<file path="src/rtl/dvi_pixel_serializer_pkg.sv">
`default_nettype none
// ============================================================================
//  Module   : dvi_pixel_serializer_pkg
//  Purpose  : Shared widths, DVI 12-bit dual-edge bit map and pixel stage type.
//  Revision : 1.0  initial release
// ============================================================================
package dvi_pixel_serializer_pkg;

    localparam int c_PIX_W = 24;
    localparam int c_DVI_W = 12;
    localparam logic [c_PIX_W-1:0] c_BORDER_DEFAULT = 24'h000000;

    // Source bit in {R,G,B} for each DVI_D pin, listed pin 0 first
    localparam logic [4:0] c_RISE_SRC [c_DVI_W] = '{
        5'd12, 5'd13, 5'd14, 5'd15, 5'd8, 5'd9, 5'd10, 5'd11,
        5'd20, 5'd21, 5'd22, 5'd23 };
    localparam logic [4:0] c_FALL_SRC [c_DVI_W] = '{
        5'd16, 5'd17, 5'd18, 5'd19, 5'd4, 5'd5, 5'd6, 5'd7,
        5'd0, 5'd1, 5'd2, 5'd3 };

    typedef struct packed {
        logic               de;
        logic               hs;
        logic               vs;
        logic [c_PIX_W-1:0] rgb;
    } dvi_pix_t;

    function automatic logic [c_DVI_W-1:0] dvi_map(input logic [c_PIX_W-1:0] rgb,
                                                   input logic rise);
        logic [c_DVI_W-1:0] lanes;
        lanes = '0;
        for (int i = 0; i < c_DVI_W; i++) begin
            lanes[i] = rise ? rgb[c_RISE_SRC[i]] : rgb[c_FALL_SRC[i]];
        end
        return lanes;
    endfunction

endpackage
`default_nettype wire

</file>
<file path="src/rtl/dvi_pixel_serializer_if.sv">
`default_nettype none
// ============================================================================
//  Module   : dvi_pixel_serializer_if
//  Purpose  : Valid/ready stream of packed multi-pixel words into the serializer.
//  Revision : 1.0  initial release
// ============================================================================
interface dvi_pixel_serializer_if
    import dvi_pixel_serializer_pkg::*;
#(
    parameter int PIX_PER_WORD = 2
);
    logic [c_PIX_W*PIX_PER_WORD-1:0] in_data;
    logic                            in_valid;
    logic                            in_ready;

    modport master (output in_data, output in_valid, input  in_ready);
    modport slave  (input  in_data, input  in_valid, output in_ready);
endinterface
`default_nettype wire

</file>
<file path="src/rtl/dvi_oddr_lane.sv">
`default_nettype none
// ============================================================================
//  Module   : dvi_oddr_lane
//  Purpose  : One output DDR pin: d1 while clock is high, d2 while clock is low.
//             Reset/set tied inactive and clock enable tied on.
//  Revision : 1.0  initial release
// ============================================================================
module dvi_oddr_lane (
    input  logic clock,
    input  logic d1,
    input  logic d2,
    output logic q
);
    // d1/d2 come from posedge registers, so d2 is stable before the falling half
    always_comb begin
        q = clock ? d1 : d2;
    end
endmodule
`default_nettype wire

</file>
<file path="src/rtl/dvi_pixel_serializer.sv">
`default_nettype none
// ============================================================================
//  Module   : dvi_pixel_serializer
//  Purpose  : Word FIFO, per-cycle pixel unpack, sync alignment and ODDR pad
//             drive for a 12-bit dual-edge DVI transmitter.
//  Revision : 1.0  initial release
// ============================================================================
module dvi_pixel_serializer
    import dvi_pixel_serializer_pkg::*;
#(
    parameter int                 PIX_PER_WORD = 2,
    parameter int                 FIFO_DEPTH   = 8,
    parameter logic [c_PIX_W-1:0] BORDER_RGB   = c_BORDER_DEFAULT
)(
    input  logic                        clock,
    input  logic                        reset,
    dvi_pixel_serializer_if.slave       pix_in,
    input  logic                        border,
    input  logic                        hs,
    input  logic                        vs,
    output logic                        underflow,
    output logic [$clog2(FIFO_DEPTH):0] fifo_level,
    output logic                        DVI_XCLK_P,
    output logic                        DVI_XCLK_N,
    output logic                        DVI_DE,
    output logic                        DVI_H,
    output logic                        DVI_V,
    output logic [c_DVI_W-1:0]          DVI_D
);

    localparam int c_AW     = $clog2(FIFO_DEPTH);
    localparam int c_IW     = (PIX_PER_WORD > 1) ? $clog2(PIX_PER_WORD) : 1;
    localparam int c_WORD_W = c_PIX_W * PIX_PER_WORD;
    localparam logic [c_IW-1:0] c_IDX_LAST = c_IW'(PIX_PER_WORD - 1);
    localparam logic [c_AW:0]   c_DEPTH_L  = (c_AW + 1)'(FIFO_DEPTH);

    logic [c_WORD_W-1:0] r_mem [FIFO_DEPTH];
    logic [c_AW:0]       r_wr_ptr;
    logic [c_AW:0]       r_rd_ptr;
    logic [c_IW-1:0]     r_idx;
    logic                r_vs_prev;
    logic                r_underflow;
    dvi_pix_t            r_pix;

    logic [c_AW:0]        w_level;
    logic                 w_empty;
    logic                 w_active;
    logic                 w_vs_rise;
    logic                 w_pix_ok;
    logic                 w_pop;
    logic                 w_push;
    logic                 w_ready;
    logic [c_WORD_W-1:0]  w_head;
    logic [c_PIX_W-1:0]   w_pixel;
    logic [c_DVI_W-1:0]   w_rise;
    logic [c_DVI_W-1:0]   w_fall;

    always_comb begin
        w_level   = r_wr_ptr - r_rd_ptr;
        w_empty   = (w_level == '0);
        w_active  = ~border;
        w_vs_rise = vs & ~r_vs_prev;
        w_pix_ok  = w_active & ~w_empty;
        // Realign keeps the head word so the new frame starts at its pixel 0
        w_pop     = w_pix_ok & ~w_vs_rise & (r_idx == c_IDX_LAST);
        w_ready   = (w_level < c_DEPTH_L) | w_pop;
        w_push    = pix_in.in_valid & w_ready;
        w_head    = r_mem[r_rd_ptr[c_AW-1:0]];
        w_pixel   = w_head[c_PIX_W*int'(r_idx) +: c_PIX_W];
    end

    always_ff @(posedge clock) begin
        if (w_push) begin
            r_mem[r_wr_ptr[c_AW-1:0]] <= pix_in.in_data;
        end
    end

    always_ff @(posedge clock) begin
        if (reset) begin
            r_wr_ptr    <= '0;
            r_rd_ptr    <= '0;
            r_idx       <= '0;
            r_vs_prev   <= 1'b0;
            r_underflow <= 1'b0;
            r_pix.de    <= 1'b0;
            r_pix.hs    <= 1'b0;
            r_pix.vs    <= 1'b0;
            r_pix.rgb   <= BORDER_RGB;
        end else begin
            r_vs_prev <= vs;
            if (w_push) begin
                r_wr_ptr <= r_wr_ptr + 1'b1;
            end
            if (w_pop) begin
                r_rd_ptr <= r_rd_ptr + 1'b1;
            end
            if (w_vs_rise) begin
                r_idx <= '0;
            end else if (w_pix_ok) begin
                r_idx <= (r_idx == c_IDX_LAST) ? '0 : r_idx + 1'b1;
            end
            if (w_active & w_empty) begin
                r_underflow <= 1'b1;
            end
            r_pix.de  <= w_active;
            r_pix.hs  <= hs;
            r_pix.vs  <= vs;
            r_pix.rgb <= w_pix_ok ? w_pixel : BORDER_RGB;
        end
    end

    assign pix_in.in_ready = w_ready;
    assign fifo_level      = w_level;
    assign underflow       = r_underflow;
    assign w_rise          = dvi_map(r_pix.rgb, 1'b1);
    assign w_fall          = dvi_map(r_pix.rgb, 1'b0);

    dvi_oddr_lane u_xclk_p (.clock(clock), .d1(1'b1),     .d2(1'b0),     .q(DVI_XCLK_P));
    dvi_oddr_lane u_xclk_n (.clock(clock), .d1(1'b0),     .d2(1'b1),     .q(DVI_XCLK_N));
    dvi_oddr_lane u_de     (.clock(clock), .d1(r_pix.de), .d2(r_pix.de), .q(DVI_DE));
    dvi_oddr_lane u_h      (.clock(clock), .d1(r_pix.hs), .d2(r_pix.hs), .q(DVI_H));
    dvi_oddr_lane u_v      (.clock(clock), .d1(r_pix.vs), .d2(r_pix.vs), .q(DVI_V));

    generate
        for (genvar gi = 0; gi < c_DVI_W; gi++) begin : g_data
            dvi_oddr_lane u_d (
                .clock (clock),
                .d1    (w_rise[gi]),
                .d2    (w_fall[gi]),
                .q     (DVI_D[gi])
            );
        end
    endgenerate

endmodule
`default_nettype wire
</file>
<file path="src/flat_wrapper.sv">
// flat-port wrapper written by rule: the top's interface ports become plain ports
module dvi_pixel_serializer_flat import dvi_pixel_serializer_pkg::*;
#(
    parameter int                 PIX_PER_WORD = 2,
    parameter int                 FIFO_DEPTH   = 8,
    parameter logic [c_PIX_W-1:0] BORDER_RGB   = c_BORDER_DEFAULT
)
  (clock, reset, border, hs, vs, underflow, fifo_level, DVI_XCLK_P, DVI_XCLK_N, DVI_DE, DVI_H, DVI_V, DVI_D, pix_in_in_data, pix_in_in_valid, pix_in_in_ready);
  dvi_pixel_serializer_if #(.PIX_PER_WORD(PIX_PER_WORD)) pix_in_i ();
  input  logic clock;
  input  logic reset;
  input  logic border;
  input  logic hs;
  input  logic vs;
  output logic underflow;
  output logic [$clog2(FIFO_DEPTH):0] fifo_level;
  output logic DVI_XCLK_P;
  output logic DVI_XCLK_N;
  output logic DVI_DE;
  output logic DVI_H;
  output logic DVI_V;
  output logic [c_DVI_W-1:0] DVI_D;
  input wire logic [$bits(pix_in_i.in_data)-1:0] pix_in_in_data;
  input wire logic [$bits(pix_in_i.in_valid)-1:0] pix_in_in_valid;
  output wire logic [$bits(pix_in_i.in_ready)-1:0] pix_in_in_ready;
  assign pix_in_i.in_data = pix_in_in_data;
  assign pix_in_i.in_valid = pix_in_in_valid;
  assign pix_in_in_ready = pix_in_i.in_ready;
  dvi_pixel_serializer #(.PIX_PER_WORD(PIX_PER_WORD), .FIFO_DEPTH(FIFO_DEPTH), .BORDER_RGB(BORDER_RGB)) u_core (.clock(clock), .reset(reset), .pix_in(pix_in_i), .border(border), .hs(hs), .vs(vs), .underflow(underflow), .fifo_level(fifo_level), .DVI_XCLK_P(DVI_XCLK_P), .DVI_XCLK_N(DVI_XCLK_N), .DVI_DE(DVI_DE), .DVI_H(DVI_H), .DVI_V(DVI_V), .DVI_D(DVI_D));
endmodule
</file>
<file path="config.mk">
export PLATFORM = sky130hd
export DESIGN_NAME = dvi_pixel_serializer_flat
export DESIGN_NICKNAME = d
export VERILOG_FILES = /design/src/rtl/dvi_pixel_serializer_pkg.sv /design/src/rtl/dvi_pixel_serializer_if.sv /design/src/rtl/dvi_oddr_lane.sv /design/src/rtl/dvi_pixel_serializer.sv /design/src/flat_wrapper.sv
export SDC_FILE = /design/constraint.sdc
export NUM_CORES = 1
export LEC_CHECK = 0
export ABC_AREA = 1
export CORE_ASPECT_RATIO = 0.7
export CORE_MARGIN = 5
export CORE_UTILIZATION = 30
export CTS_CLUSTER_SIZE = 28
export DETAILED_ROUTE_END_ITERATION = 10
export GPL_ROUTABILITY_DRIVEN = 0
export PLACE_DENSITY_LB_ADDON = 0.15
export RECOVER_POWER = 50
export SLEW_MARGIN = 5
export SYNTH_ARGS = -nofsm -noshare
export SYNTH_HDL_FRONTEND = slang
export SYNTH_SLANG_ARGS = --single-unit
</file>
<file path="constraint.sdc">
create_clock -name clock -period 5.29 [get_ports clock]
set_input_delay 1.058 -clock clock [delete_from_list [all_inputs] [get_ports clock]]
set_output_delay 1.058 -clock clock [all_outputs]
set_load 0.01 [all_outputs]
</file>
; ---- Yosys cells after proc, flatten, opt, wreduce, memory -nomap -nowiden
; Memory sizes are Yosys's and may differ from the RTL's. A register that Yosys moved wholly into a read port is not among the register bits.
; Cells that the tools add are included.
[word_totals]
output_inout_bits = 23
rom_bits = 0
n_memories = 1
latch_bits = 0
ramBits = 384
reg_bits = 37
[mem_list]
columns = name, words, width, rd, rd_clocked_by_memory_dff, write_ports, line
row1 = u_core.r_mem, 8, 48, 1, 1, 1, dvi_pixel_serializer.sv:37  ; logic [c_WORD_W-1:0] r_mem [FIFO_DEPTH];
[classes]
add_sub_neg = 4
shifts = 1
order_cmp = 1
multipliers = 1
div_mod_pow = 0
bitwise = 12
muxes = 19
n_reduce_logical = 3
n_eq_ne = 0
[ops]
columns = cell, n
row1 = variable part select 48 x 32 -> 24 bit, 1
row2 = 2-to-1 mux 1 bit, 17
row3 = "adder 4 x 1 -> 4 bit, second input constant", 2
row4 = bitwise AND 1 bit, 6
row5 = 2-to-1 mux 3 bit, 2
row6 = inverter 1 bit, 5
row7 = logical NOT 4 bit, 1
row8 = "less-than comparator 4 bit, second input constant", 1
row9 = OR reduction 2 bit, 2
row10 = subtractor 4 bit, 1
row11 = "multiplier 2 x 1 -> 3 bit, first input constant", 1
row12 = "adder 1 bit, second input constant", 1
row13 = bitwise OR 1 bit, 1

; ---- Logic depth before layout (Yosys ltp)
; Gate-level depths: netlist of the first run.
[logic_depth]
word_depth = 10
mapped_depth = 15
mapped_depth_nobuf = 15

; ---- Hierarchy
; A second synthesis of the first run with hierarchy kept.
[unflattened]
cells_unflattened = 1308
area_unflattened_um2 = 16609.7
[modules_own_cells]
columns = module, cells_per_inst, seq_area_each_um2, instances, area_per_inst_um2
row1 = dvi_pixel_serializer, 1240, 12331.8, 1, 16354.4
row2 = dvi_oddr_lane, 4, 0.0, 17, 15.0

==> flow_summary.html, run 1 <==
<table>
<tr><th>Metric</th><th>Value</th></tr>
<tr><th colspan="2">Run status</th></tr>
<tr><td>Run status</td><td>complete, but fails checks</td></tr>
<tr><td>Violated checks</td><td>max-capacitance violations, max-slew violations</td></tr>
<tr><th colspan="2">Power and ir drop</th></tr>
<tr><td>Static leakage power</td><td>6.52 nW</td></tr>
<tr><td>Clk pwr share</td><td>39.2%</td></tr>
<tr><td>Combinational group share of total power</td><td>16.8%</td></tr>
<tr><td>Share of total power in sequential cells</td><td>44.1%</td></tr>
<tr><td>Worst IR Drop VDD</td><td>0.197 mV</td></tr>
<tr><td>Switching part of the total power</td><td>29.1%</td></tr>
<tr><td>Internal Pwr Total</td><td>6.94 mW</td></tr>
<tr><td>Switch Pwr</td><td>2.85 mW</td></tr>
<tr><td>Total power per unit cell area</td><td>498 mW/mm^2</td></tr>
<tr><th colspan="2">GRT</th></tr>
<tr><td>Largest net degree at the start of global routing</td><td>125</td></tr>
<tr><td>Total gr overflow</td><td>0</td></tr>
<tr><td>Vias in the first global route</td><td>10349</td></tr>
<tr><td>Global-route wire length before repair</td><td>64100 um</td></tr>
<tr><td>Antenna violations before repair</td><td>0</td></tr>
<tr><td>Overall fraction of global-route tracks in use</td><td>14.0%</td></tr>
<tr><th colspan="2">CTS</th></tr>
<tr><td>Clock slew at the register clock pins of the worst setup and hold paths</td><td>0.06 ns</td></tr>
<tr><td>CTS tree</td><td>done</td></tr>
<tr><td>Clock latency on the worst-skew pair</td><td>0.66 ns</td></tr>
<tr><th colspan="2">Finish</th></tr>
<tr><td>Share of final-layout standard cells stronger than drive strength 1</td><td>7.70%</td></tr>
<tr><td>N_diodes</td><td>0</td></tr>
<tr><td>Final Core Density</td><td>35.9%</td></tr>
<tr><td>Post-route insts no fill</td><td>2129</td></tr>
<tr><td>Number of nets at the end of the flow</td><td>1411</td></tr>
<tr><td>Signed area change from the synthesized netlist to the final layout</td><td>19.0%</td></tr>
<tr><td>Final non-filler cell area</td><td>0.0197 mm^2</td></tr>
<tr><th colspan="2">Timing</th></tr>
<tr><td>Final Hold Fails</td><td>0</td></tr>
<tr><td>Worst-Margin Slew</td><td>2.07 ns</td></tr>
<tr><td>Unrepaired setup endpoints after global routing</td><td>no</td></tr>
<tr><td>Max-slew violations</td><td>33</td></tr>
<tr><td>Setup violations, final</td><td>0</td></tr>
<tr><td>Clock Skews</td><td>0.0161 ns</td></tr>
<tr><td>Slew margin rel.</td><td>-37.7%</td></tr>
<tr><td>Final worst slack</td><td>0.0994 ns</td></tr>
<tr><td>Total negative slack</td><td>0 ns</td></tr>
<tr><th colspan="2">Floorplanning</th></tr>
<tr><td>Row count</td><td>72</td></tr>
<tr><td>Die Span X</td><td>291 um</td></tr>
<tr><td>Die span in y</td><td>206 um</td></tr>
<tr><td>Core area</td><td>0.0549 mm^2</td></tr>
<tr><td>Starting utilization of the core area</td><td>30.1%</td></tr>
<tr><td>DIE AREA</td><td>0.0600 mm^2</td></tr>
<tr><td>Top-level port count</td><td>77</td></tr>
<tr><th colspan="2">Yosys</th></tr>
<tr><td>Post-synthesis sequential element count</td><td>424</td></tr>
<tr><td>Cell area after technology mapping</td><td>0.0165 mm^2</td></tr>
<tr><td>Distinct cell type count after synthesis</td><td>33</td></tr>
<tr><td>Share of synthesized registers carrying an async set or reset</td><td>0%</td></tr>
<tr><td>Post-synthesis sequential area ratio</td><td>74.6%</td></tr>
<tr><td>Synth Area per Inst</td><td>12.9 um^2</td></tr>
<tr><td>Gate Count Post-Synth</td><td>1286</td></tr>
<tr><td>Synthesized net count</td><td>1346</td></tr>
<tr><td>Main flop type after synthesis</td><td>sky130_fd_sc_hd__edfxtp_1</td></tr>
<tr><td>Number of flops mapped to enable cells by yosys</td><td>384</td></tr>
<tr><td>Number of synthesis warnings</td><td>0</td></tr>
<tr><th colspan="2">Setup path</th></tr>
<tr><td>WS Path Type</td><td>clock port to output pin</td></tr>
<tr><td>Endpoint kind of the worst setup timing path</td><td>output pin</td></tr>
<tr><td>Crit path DAT</td><td>4.13 ns</td></tr>
<tr><td>Sort of element at the start of the critical path</td><td>clock port</td></tr>
<tr><td>Req. time, crit path</td><td>4.23 ns</td></tr>
<tr><td>Peak fanout along the critical path</td><td>13</td></tr>
<tr><th colspan="2">Routing</th></tr>
<tr><td>Vias after detailed routing</td><td>10154</td></tr>
<tr><td>Remaining DRCs</td><td>0</td></tr>
<tr><td>Average routed wire per standard cell</td><td>20.1 um</td></tr>
<tr><td>Count of antenna-violating nets left after detailed routing</td><td>0</td></tr>
<tr><td>Total wire length</td><td>42800 um</td></tr>
<tr><td>Iteration-0 DRC count of the detailed router</td><td>707</td></tr>
<tr><td>Average via count per standard cell</td><td>4.77</td></tr>
<tr><td>Detailed-router iteration count before antenna repair</td><td>5</td></tr>
<tr><th colspan="2">Place</th></tr>
<tr><td>Standard cell area after detailed placement</td><td>0.0180 mm^2</td></tr>
<tr><td>Setup slack at placement</td><td>0.747 ns</td></tr>
<tr><td>Total placed cells including tap cells</td><td>2025</td></tr>
<tr><td>Detail Placement HPWL</td><td>22400 um</td></tr>
<tr><td>Port bufs</td><td>76</td></tr>
<tr><th colspan="2">Job</th></tr>
<tr><td># Max-Cap Violations</td><td>1</td></tr>
<tr><th colspan="2">Worst hold path</th></tr>
<tr><td>Hold crit path type</td><td>register to register</td></tr>
</table>
==> cell usage after synthesis, types with 21 or more instances <==
| library cell | number | area share [%] |
|---|---|---|
| sky130_fd_sc_hd__edfxtp_1 | 384 | 70 |
| sky130_fd_sc_hd__o21ai_0 | 202 | 6.1 |
| sky130_fd_sc_hd__buf_4 | 25 | 1.1 |
| sky130_fd_sc_hd__clkbuf_1 | 41 | 0.93 |
| sky130_fd_sc_hd__nand3_1 | 24 | 0.73 |
| sky130_fd_sc_hd__nand2_1 | 88 | 2.0 |
| sky130_fd_sc_hd__inv_1 | 24 | 0.54 |
| sky130_fd_sc_hd__o211ai_1 | 36 | 1.6 |
| sky130_fd_sc_hd__dfxtp_1 | 40 | 4.8 |
| sky130_fd_sc_hd__o22ai_1 | 35 | 1.3 |
| sky130_fd_sc_hd__o221ai_1 | 21 | 1.1 |
| sky130_fd_sc_hd__o21ai_1 | 27 | 0.82 |
| sky130_fd_sc_hd__a21oi_1 | 36 | 1.1 |
| sky130_fd_sc_hd__nor2_1 | 250 | 5.7 |
==> stage by stage <==
| stage | hold WS (ns) | total power, mW |
|---|---|---|
| floorplan | 0.459 | 5.57 |
| global placement | 0.463 | 6.30 |
| detailed placement | 0.465 | 6.31 |
| CTS | 0.485 | 10.0 |
| global route | 0.492 | 10.3 |
| finish | 0.475 | 9.80 |
==> cells by family (layout without fill, tap and decap cells) <==
logic type	Yosys count	in the layout	synth area share (%)
AO/OA/AOI/OAI	361	361	12.3
XOR/XNOR	5	5	0.265
adder cells (fa/ha/maj)	6	6	0.499
buffers and inverters	120	223	3.56
flip-flops	424	424	74.6
AND/OR/NAND/NOR	370	370	8.78
==> cells in the final DEF, fill, tap and decap left out, types with 14 or more instances in the layout <==
cell type,n
sky130_fd_sc_hd__nand2_1,88
sky130_fd_sc_hd__o22ai_1,35
sky130_fd_sc_hd__o221ai_1,21
sky130_fd_sc_hd__clkbuf_1,14
sky130_fd_sc_hd__a21oi_1,36
sky130_fd_sc_hd__o21ai_0,205
sky130_fd_sc_hd__clkdlybuf4s50_1,19
sky130_fd_sc_hd__o211ai_1,36
sky130_fd_sc_hd__dlygate4sd3_1,53
sky130_fd_sc_hd__nor2_1,243
sky130_fd_sc_hd__o21ai_1,24
sky130_fd_sc_hd__edfxtp_1,384
sky130_fd_sc_hd__dfxtp_1,37
sky130_fd_sc_hd__clkbuf_16,53
sky130_fd_sc_hd__inv_1,35
sky130_fd_sc_hd__nand3_1,26
==> sequential cells by signal, summed over array words and instances (netlist names), named ones only <==
register and flops:
u_core.r_rd_ptr 4, u_core.r_wr_ptr 4, u_core.r_idx 1, u_core.r_pix 26
u_core.r_vs_prev 1, u_core.r_mem 384, u_core.underflow 1
==> what timing repair did <==
action / 4_1_cts / 5_1_grt
endpoints found under the setup margin: 1 / 4
setup buffers: 0 / 0
hold buffers: 0 / 0
hold endpoints to repair: 0 / 0
resized for setup: 1 / 4
pin swaps: 0 / 1
cloned: 0 / 0
==> final timing paths <==
path | startpoint | to | slack [ns] | depth (start not counted)
hold / removal | u_core.underflow | u_core.underflow | 0.48 | 1
setup reg to reg | register | u_core.r_pix[18] | 0.83 | 6
hold reg to reg | u_core.underflow | u_core.underflow | 0.48 | 1
setup / recovery | clock | DVI_D[4] | 0.1 | 8
==> routing by layer <==
layer / global-route usage [%] / wire length (um) / vias to the layer above
met1: 18.7 / 20000 / 5025
met2: 21.6 / 18900 / 231
met4: 4.36 / 980 / 0
met3: 4.86 / 2810 / 74
met5: 0 / 0 / -
li1: - / - / 4824
==> critical path, stage by stage <==
cell                              delay, ns
sky130_fd_sc_hd__clkbuf_16             0.12
sky130_fd_sc_hd__clkbuf_16             0.16
sky130_fd_sc_hd__clkbuf_16             0.21
sky130_fd_sc_hd__clkbuf_16             0.18
sky130_fd_sc_hd__inv_1                 0.05
sky130_fd_sc_hd__nand2_1               0.04
sky130_fd_sc_hd__nand2_1               0.14
sky130_fd_sc_hd__clkdlybuf4s50_1       0.57
==> power groups by stage <==
stage / clock network, mW / registers (mW) / logic, mW
floorplan: 0.182 / 4.37 / 1.01
global placement: 0.196 / 4.38 / 1.73
detailed placement: 0.196 / 4.39 / 1.72
CTS: 3.96 / 4.32 / 1.73
global route: 4.13 / 4.35 / 1.84
finish: 3.84 / 4.31 / 1.64
==> layout make-up <==
type | count | area, um^2
Clock buffer | 85 | 1590
Clock inverter | 34 | 284
Fill cell | 5375 | 35200
Inverter | 25 | 101
Multi-Input combinational cell | 742 | 3660
Sequential cell | 424 | 12300
Tap cell | 740 | 926
Timing Repair Buffer | 79 | 782
(Power assumes the default switching activity.)
==> run 2, diff against run 1 <==
SKIP_LAST_GASP = 1   (was not set)
SLEW_MARGIN = 15   (was 5)
==> results of run 2 <==
Final layout, timing and power as in run 1 (identical DEF).
==> run 3, diff against run 2 <==
SKIP_LAST_GASP = not set   (was 1)
TNS_END_PERCENT = 100   (was not set)
==> results of run 3 <==
Final layout, timing and power as in run 1 (identical DEF).
